**src/rtl/udp_rx_parser.sv**
```systemverilog
// Receive-side Ethernet/IPv4/UDP filter: strips headers and streams the payload of frames addressed to us.
// Optional FCS verification is compiled in with `define UDP_RX_FCS_CHECK_EN.
module udp_rx_parser #(
    parameter logic [47:0] LOCAL_MAC  = 48'h000A35000001,
    parameter logic [31:0] LOCAL_IP   = 32'hC0A8010A,
    parameter logic [15:0] LOCAL_PORT = 16'd5000
) (
    input  logic        clk,
    input  logic        rstn,
    input  logic        rx_valid,
    input  logic [7:0]  rx_data,
    input  logic        rx_err,
    output logic [7:0]  udp_rx_data,
    output logic        udp_rx_valid,
    output logic        udp_rx_last,
    output logic        frame_ok,
    output logic        frame_drop,
    output logic [15:0] pkt_count
);

    typedef enum logic [2:0] {
        IDLE, PREAMBLE, ETH_HDR, IP_HDR, UDP_HDR, PAYLOAD, TRAILER, DROP
    } state_t;

    state_t      state;
    logic [4:0]  byte_cnt;
    logic [15:0] pay_cnt;
    logic [7:0]  len_hi;
    logic        mac_uni, mac_bc;
    logic        armed;
    logic        hdr_bad, uni_n, bc_n;
    logic        fcs_pass;

    function automatic logic [7:0] mac_byte(input logic [2:0] i);
        logic [47:0] s;
        s = LOCAL_MAC << (8 * i);
        return s[47:40];
    endfunction

    function automatic logic [7:0] ip_byte(input logic [1:0] i);
        logic [31:0] s;
        s = LOCAL_IP << (8 * i);
        return s[31:24];
    endfunction

    // Per-byte header field checks; a mismatch diverts the frame to DROP on that byte.
    always_comb begin
        hdr_bad = 1'b0;
        uni_n   = mac_uni;
        bc_n    = mac_bc;
        case (state)
            ETH_HDR: begin
                if (byte_cnt < 5'd6) begin
                    uni_n = mac_uni && (rx_data == mac_byte(byte_cnt[2:0]));
                    bc_n  = mac_bc && (rx_data == 8'hFF);
                    if (byte_cnt == 5'd5 && !uni_n && !bc_n) hdr_bad = 1'b1;
                end
                if (byte_cnt == 5'd12 && rx_data != 8'h08) hdr_bad = 1'b1;
                if (byte_cnt == 5'd13 && rx_data != 8'h00) hdr_bad = 1'b1;
            end
            IP_HDR: begin
                if (byte_cnt == 5'd0 && rx_data != 8'h45) hdr_bad = 1'b1;
                if (byte_cnt == 5'd9 && rx_data != 8'h11) hdr_bad = 1'b1;
                if (byte_cnt >= 5'd16 && rx_data != ip_byte(byte_cnt[1:0])) hdr_bad = 1'b1;
            end
            UDP_HDR: begin
                if (byte_cnt == 5'd2 && rx_data != LOCAL_PORT[15:8]) hdr_bad = 1'b1;
                if (byte_cnt == 5'd3 && rx_data != LOCAL_PORT[7:0]) hdr_bad = 1'b1;
                if (byte_cnt == 5'd5 && {len_hi, rx_data} < 16'd8) hdr_bad = 1'b1;
            end
            default: ;
        endcase
    end

`ifdef UDP_RX_FCS_CHECK_EN
    // Reflected register 0xDEBB20E3 is the good-frame residue; compared here in MSB-first bit order.
    localparam logic [31:0] RESIDUE = 32'hC704DD7B;
    logic [31:0] crc;

    function automatic logic [31:0] crc_byte(input logic [31:0] c, input logic [7:0] d);
        logic [31:0] r;
        r = c ^ {24'd0, d};
        for (int i = 0; i < 8; i++) r = r[0] ? ((r >> 1) ^ 32'hEDB88320) : (r >> 1);
        return r;
    endfunction

    always_ff @(posedge clk) begin
        if (!rstn) begin
            crc <= 32'd0;
        end else if (state == PREAMBLE && rx_valid && rx_data == 8'hD5) begin
            crc <= 32'hFFFFFFFF;
        end else if (rx_valid && state inside {ETH_HDR, IP_HDR, UDP_HDR, PAYLOAD, TRAILER}) begin
            crc <= crc_byte(crc, rx_data);
        end
    end

    assign fcs_pass = ({<<{crc}} == RESIDUE);
`else
    assign fcs_pass = 1'b1;
`endif

    always_ff @(posedge clk) begin
        if (!rstn) begin
            state        <= IDLE;
            byte_cnt     <= 5'd0;
            pay_cnt      <= 16'd0;
            len_hi       <= 8'd0;
            mac_uni      <= 1'b0;
            mac_bc       <= 1'b0;
            armed        <= 1'b0;
            udp_rx_data  <= 8'd0;
            udp_rx_valid <= 1'b0;
            udp_rx_last  <= 1'b0;
            frame_ok     <= 1'b0;
            frame_drop   <= 1'b0;
            pkt_count    <= 16'd0;
        end else begin
            udp_rx_valid <= 1'b0;
            udp_rx_last  <= 1'b0;
            frame_ok     <= 1'b0;
            frame_drop   <= 1'b0;
            // A frame already in flight when reset lifts is skipped until the line goes idle.
            if (!rx_valid) armed <= 1'b1;

            case (state)
                IDLE: begin
                    if (rx_valid && armed) begin
                        if (rx_data == 8'h55) begin
                            state <= PREAMBLE;
                        end else begin
                            state      <= DROP;
                            frame_drop <= 1'b1;
                        end
                    end
                end
                DROP: begin
                    if (!rx_valid) state <= IDLE;
                end
                TRAILER: begin
                    if (!rx_valid) begin
                        state <= IDLE;
                        if (fcs_pass) begin
                            frame_ok  <= 1'b1;
                            pkt_count <= pkt_count + 16'd1;
                        end else begin
                            frame_drop <= 1'b1;
                        end
                    end else if (rx_err) begin
                        state      <= DROP;
                        frame_drop <= 1'b1;
                    end
                end
                default: begin
                    if (!rx_valid) begin
                        state      <= IDLE;
                        frame_drop <= 1'b1;
                    end else if (rx_err || hdr_bad) begin
                        state      <= DROP;
                        frame_drop <= 1'b1;
                    end else begin
                        case (state)
                            PREAMBLE: begin
                                if (rx_data == 8'hD5) begin
                                    state    <= ETH_HDR;
                                    byte_cnt <= 5'd0;
                                    mac_uni  <= 1'b1;
                                    mac_bc   <= 1'b1;
                                end else if (rx_data != 8'h55) begin
                                    state      <= DROP;
                                    frame_drop <= 1'b1;
                                end
                            end
                            ETH_HDR: begin
                                mac_uni  <= uni_n;
                                mac_bc   <= bc_n;
                                byte_cnt <= byte_cnt + 5'd1;
                                if (byte_cnt == 5'd13) begin
                                    state    <= IP_HDR;
                                    byte_cnt <= 5'd0;
                                end
                            end
                            IP_HDR: begin
                                byte_cnt <= byte_cnt + 5'd1;
                                if (byte_cnt == 5'd19) begin
                                    state    <= UDP_HDR;
                                    byte_cnt <= 5'd0;
                                end
                            end
                            UDP_HDR: begin
                                byte_cnt <= byte_cnt + 5'd1;
                                if (byte_cnt == 5'd4) len_hi <= rx_data;
                                if (byte_cnt == 5'd5) pay_cnt <= {len_hi, rx_data} - 16'd8;
                                if (byte_cnt == 5'd7) begin
                                    byte_cnt <= 5'd0;
                                    state    <= (pay_cnt == 16'd0) ? TRAILER : PAYLOAD;
                                end
                            end
                            PAYLOAD: begin
                                udp_rx_valid <= 1'b1;
                                udp_rx_data  <= rx_data;
                                pay_cnt      <= pay_cnt - 16'd1;
                                if (pay_cnt == 16'd1) begin
                                    udp_rx_last <= 1'b1;
                                    state       <= TRAILER;
                                end
                            end
                            default: ;
                        endcase
                    end
                end
            endcase
        end
    end

endmodule

```
**config.mk**
```make
export PLATFORM = sky130hd
export DESIGN_NAME = udp_rx_parser
export DESIGN_NICKNAME = d
export VERILOG_FILES = /design/src/rtl/udp_rx_parser.sv
export SDC_FILE = /design/constraint.sdc
export NUM_CORES = 1
export LEC_CHECK = 0
export BUFFER_PORTS_ARGS = -buffer_cell sky130_fd_sc_hd__buf_2
export CAP_MARGIN = 25
export CELL_PAD_IN_SITES_DETAIL_PLACEMENT = 2
export CELL_PAD_IN_SITES_GLOBAL_PLACEMENT = 2
export CORE_UTILIZATION = 35
export CTS_CLUSTER_DIAMETER = 30
export CTS_CLUSTER_SIZE = 16
export DETAILED_ROUTE_END_ITERATION = 10
export GPL_TIMING_DRIVEN = 0
export PLACE_DENSITY_LB_ADDON = 0.05
export SETUP_SLACK_MARGIN = 0.4
export SLEW_MARGIN = 10
export SYNTH_ARGS = -nofsm -noshare
export SYNTH_HDL_FRONTEND = slang
export SYNTH_SLANG_ARGS = --single-unit
```
**constraint.sdc**
```tcl
create_clock -name clk -period 4.68 [get_ports clk]
set_input_delay 1.404 -clock clk [delete_from_list [all_inputs] [get_ports clk]]
set_output_delay 1.404 -clock clk [all_outputs]
set_load 0.05 [all_outputs]
```
---- Word-level counts from Yosys, hierarchy flattened ----
Cells that the tools add are included.
operators by class
  $add $sub $neg .......................... 4
  magnitude comparators ................... 3
  equal/unequal tests ..................... 40
  shift operators ......................... 2
  muxes and demuxes ....................... 52
  bitwise logic cells ..................... 5
  reductions and logical operators ........ 34
operator list
  kind                                                    number
  << shifter 36 x 6 -> 48 bit (first input constant)      1
  2-to-1 mux 3 bit                                        13
  one-hot mux 16 bit (2 select lines)                     1
  << shifter 32 x 5 -> 32 bit (first input constant)      1
  2-to-1 mux 1 bit                                        25
  2-to-1 mux 5 bit                                        4
  one-hot mux 5 bit (4 select lines)                      1
  inequality test 6 bit (second input constant)           3
  adder 16 x 1 -> 16 bit (second input constant)          1
  == test 16 x 1 -> 1 bit (second input constant)         1
  == test 8 bit (second input constant)                   2
  zero test 16 bit                                        1
  < comparator 16 x 4 -> 1 bit (second input constant)    1
  2-to-1 mux 16 bit                                       1
  inequality test 8 x 5 -> 1 bit (second input constant)  2
  inequality test 8 x 7 -> 1 bit (second input constant)  2
  subtractor 16 x 1 -> 16 bit (second input constant)     1
  subtractor 16 x 4 -> 16 bit (second input constant)     1
  == test 5 x 3 -> 1 bit (second input constant)          3
  == test 5 x 4 -> 1 bit (second input constant)          3
  one-hot mux 3 bit (5 select lines)                      1
  AND reduction 5 bit                                     3
  logical AND 1 bit                                       13
  == test 3 bit (second input constant)                   4
  other kinds (36)                                        51
storage, ports and cells
  register bits after elaboration ......... 63
  output and inout port bits .............. 28

---- Depth between registers and ports, before layout ----
  word-level depth ........................ 15
  gate-level depth with buffers ........... 12
  gate-level depth less buffers ........... 9

---- Least setup slack after synthesis ----
Ideal clock, no wire load.
  kind .................................... input -> register
  start ................................... input rx_data[7]
  end ..................................... register pay_cnt[11]
  setup time .............................. 0.128 ns
  data arrival time ....................... 3.745 ns
  slack ................................... 0.807 ns
  cell stages on the path ................. 10
  path through ............................ buf_6 > or4b_4 > or4_4 > a32oi_2 > o2bb2ai_1 > or4_1 > buf_2 > buf_2 > o211ai_1 > o41ai_2
between the ends
  cells in the longest elaborated chain, start to end .. 13
  elaborated cells between the ends (all ways) .. 41
ends and longest elaborated chain
  what                                line  source
  from (decl)                         11    input logic [7:0] rx_data,
  == test 8 bit                       54    uni_n = mac_uni && (rx_data == mac_byte(byte_cnt[2:0]));
  logical AND 1 bit                   54
  zero test 1 bit                     56    if (byte_cnt == 5'd5 && !uni_n && !bc_n) hdr_bad = 1'b1;
  logical AND 1 bit (2 in series)     56
  2-to-1 mux 1 bit                    56
  2-to-1 mux 1 bit                    53    if (byte_cnt < 5'd6) begin
  2-to-1 mux 1 bit                    58    if (byte_cnt == 5'd12 && rx_data != 8'h08) hdr_bad = 1'b1;
  2-to-1 mux 1 bit                    59    if (byte_cnt == 5'd13 && rx_data != 8'h00) hdr_bad = 1'b1;
  one-hot mux 1 bit (3 select lines)  51    case (state)
  logical OR 1 bit                    157   end else if (rx_err || hdr_bad) begin
  inverter 1 bit (no line)            --
  AND reduction 5 bit (no line)       --
  to (signal assigned)                192   if (byte_cnt == 5'd5) pay_cnt <= {len_hi, rx_data} - 16'd8;
  to (signal assigned)                201   pay_cnt <= pay_cnt - 16'd1;
  to (decl)                           27    logic [15:0] pay_cnt;
Several ways; a longest one is shown, not always the timed one. The select of a mux whose other input is x is not followed.
A chain may end at the register's enable or synchronous reset.

---- Worst setup path after layout ----
  start ................................... input rx_data[4]
  end ..................................... register byte_cnt[2]
between the ends
  cells in the longest elaborated chain, start to end .. 13
  elaborated cells between the ends (all ways) .. 40
ends and longest elaborated chain
  what                                line  source
  == test 8 bit                       54
  logical AND 1 bit                   54
  zero test 1 bit                     56
  logical AND 1 bit (2 in series)     56
  2-to-1 mux 1 bit                    56
  2-to-1 mux 1 bit                    53
  2-to-1 mux 1 bit                    58
  2-to-1 mux 1 bit                    59
  one-hot mux 1 bit (3 select lines)  51
  logical OR 1 bit                    157
  inverter 1 bit (no line)            --
  AND reduction 5 bit (no line) *     --
  to (signal assigned)                176   byte_cnt <= byte_cnt + 5'd1;
  to (signal assigned)                183   byte_cnt <= byte_cnt + 5'd1;
  to (signal assigned)                190   byte_cnt <= byte_cnt + 5'd1;
  to (decl)                           26    logic [4:0] byte_cnt;
Mark *: on every way between the ends. The rest lies on a longest branch, timed or not.

==> run metrics <==
count of warnings emitted by yosys 0; ys flop type dfxtp_1; CTS Buf Count 9; share of cells above drive strength 1 13.3%; Final Slew Violations 0; core area 10900 um2; most frequent cell after synthesis nand2_1; I/O Buffers 33; Crit path required time 4.95 ns; Post-synth ARST share 0%; GRT Residual Overflow 0; Layout fillers 1303; Tmin final 4.07 ns; Die Ht 108 um; largest net degree at the start of global routing 11; Slew headroom 34.2%; Commonest cells post-synth 66 x nand2_1, 63 x dfxtp_1, 51 x nor2_1; type of origin of the critical path input pin; TritonCTS clock tree done; post-synth top area share 31.9%; GR Util All Layers 26.6%; Tcrit/Tclk final 87.1%; num ports 40; Reg power frac 32.0%; Clk pin slew, worst setup/hold paths 0.06 ns; wire length per cell 21.1 um; setup slack after layout 0.606 ns; initial cell density of the core 36.1%; run status finished clean; WP data arrival 4.34 ns; # DRC 0; cells after synthesis 500; sw frac 32.9%; syn avg cell area 7.91 um2; Area contributors post-synth dfxtp_1 32%, nand2_1 6.3%, mux2i_1 5.3%; DRT Pass-1 Iters 4; Clk Latency, worst-skew pair 0.34 ns; Distinct cells, synth 66; Die X 108 um; power per cell area 387 nW/um2; Area Overhead vs Synth 17.4%; clock sinks 63; detailed placement HPWL 10700 um; Non-Filler Instances 689; internal power 0.00121 W; Setup TNS Final 0 ns; final core occ 42.4%; worst slack at placement 0.133 ns; root buf cell clkbuf_16; flop2flop setup slack 1.28 ns; Lkg Pwr 1.75 nW; first-pass GRT wire length 23500 um; Post-CTS Setup Inserts 0; final net count 565; worst-path maximum fanout 10; Mapped Area 3950 um2; Syn Nets 520; Initial DRC Count 174; Tightest Hold Check Type reg2reg; Critical Path End Type register; fmax 245 MHz; routability cong. 0.806; DP Cell Count 674; final hold vios 0; die area 11700 um2; clk buf depth 2; worst setup path class in2reg; skew final 0.00684 ns; combinational share of power 25.6%; largest area contributor in the netlist dfxtp_1; final antenna-violating net count 0; antenna violations before repair 0; vias after detailed routing 4015; setup violators final 0; max_cap viols 0; Max H-tree Level 3; number of flops mapped to enable cells by yosys 0; RSZ-0062 raised after global routing no; final WL 14600 um; hold buffer count at CTS 0; flops & latches, synth 63; slew of the pin with the lowest slew margin 0.980 ns; sequential fraction of the synthesis area 31.9%; peak supply drop 0.162 mV; ant diodes 0; DR vias/cell 5.83; Net Switching 0.000592 W; # rows 38; part of the power in the clock network 42.3%; number of global-route vias before repair 4173
-- power by group through the flow --
stage               sequential, W  clock (W)  combinational (W)
floorplan                0.000598          0           0.000306
global placement         0.000586          0           0.000444
detailed placement       0.000589          0           0.000454
CTS                      0.000577   0.000776           0.000458
global route             0.000579   0.000793           0.000503
finish                   0.000576   0.000761           0.000461
-- path summary, 6_finish.rpt --
check	cells past startpoint	from	endpoint
hold reg to reg	2	udp_rx_data[6]	udp_rx_data[6]
hold / removal	2	udp_rx_data[6]	udp_rx_data[6]
setup / recovery	10	rx_data[4]	byte_cnt[2]
setup reg to reg	11	byte_cnt[1]	udp_rx_last
-- worst max-delay path, cell delays in order --
cell and delay [ns]:
buf_2 0.09, clkbuf_1 0.41, nand2_1 0.14, nor4_1 0.68
buf_2 0.28, a21oi_1 0.07, o21ai_0 0.23, nand4b_2 0.30
or4b_1 0.56, a21oi_1 0.17
-- cells by family after synthesis --
kind of cell | share of synthesized area [%]
AND/OR/NAND/NOR | 28.8
AO/OA/AOI/OAI | 19.1
flip-flops | 31.9
buffers and inverters | 5.29
XOR/XNOR | 7.09
multiplexers | 5.32
adder cells (fa/ha/maj) | 2.53
-- per-stage QoR --
| stage | hold WS (ns) | power (W) | area [um2] |
|---|---|---|---|
| floorplan | 0.434 | 0.000905 | 3950 |
| global placement | 0.444 | 0.00103 | 4290 |
| detailed placement | 0.452 | 0.00104 | 4300 |
| CTS | 0.462 | 0.00181 | 4630 |
| global route | 0.486 | 0.00188 | 4640 |
| finish | 0.456 | 0.00180 | 4640 |
-- layer usage --
metal  wire [um]  global-route usage, %  part of all wire [%]  vias to the layer above
met5           0                      0                     0                        -
met4         394                   12.2                   2.7                        0
met3         407                   4.64                   2.8                       30
met2        7060                   44.5                    49                       73
met1        6690                   33.4                    46                     2006
li1            -                      -                     -                     1906
-- what timing repair did --
| action | in CTS | in global routing |
|---|---|---|
| resized for setup | 0 | 2 |
| hold endpoints to repair | 0 | 0 |
| endpoints found under the setup margin | 0 | 35 |
-- layout make-up --
cell class	instances	area (um2)	area share (%)
flip-flops and latches	63	1260	27.2
well taps	140	175	3.77
plain buffers	38	168	3.61
clock buffers	12	267	5.74
multi-input cells	388	2490	53.7
clock inverters	3	65.1	1.40
repair buffers	34	170	3.67
inverters	11	41.3	0.890
-- flip-flops by register name, summed over array words and instances (netlist names) --
signal,cells
armed,1
byte_cnt,5
frame_drop,1
frame_ok,1
len_hi,8
mac_bc,1
mac_uni,1
pay_cnt,16
pkt_count,16
state,3
udp_rx_data,8
udp_rx_last,1
udp_rx_valid,1
-- cell usage in the layout (no fill, tap or decap), types with 4 or more instances in the layout --
cell	synthesis	routed
o22ai_1	5	5
nand3b_1	4	4
ha_1	8	8
and2_1	4	4
xnor2_1	14	14
nor3_1	18	17
nor4_1	10	10
nor3b_1	7	7
o31ai_1	9	9
o21ai_0	12	12
nand4_1	7	7
clkbuf_1	30	30
o211ai_1	11	11
nor2_1	51	51
a31oi_1	8	8
o21a_1	5	5
nand3_1	14	14
and3_1	5	5
mux2i_1	21	21
a21oi_1	26	26
nand2b_1	6	6
buf_2	5	39
xor2_1	18	18
clkbuf_16	0	9
nand2_1	66	66
inv_1	10	10
dfxtp_1	63	63
Note: power is estimated with default switching activity, not from simulation.
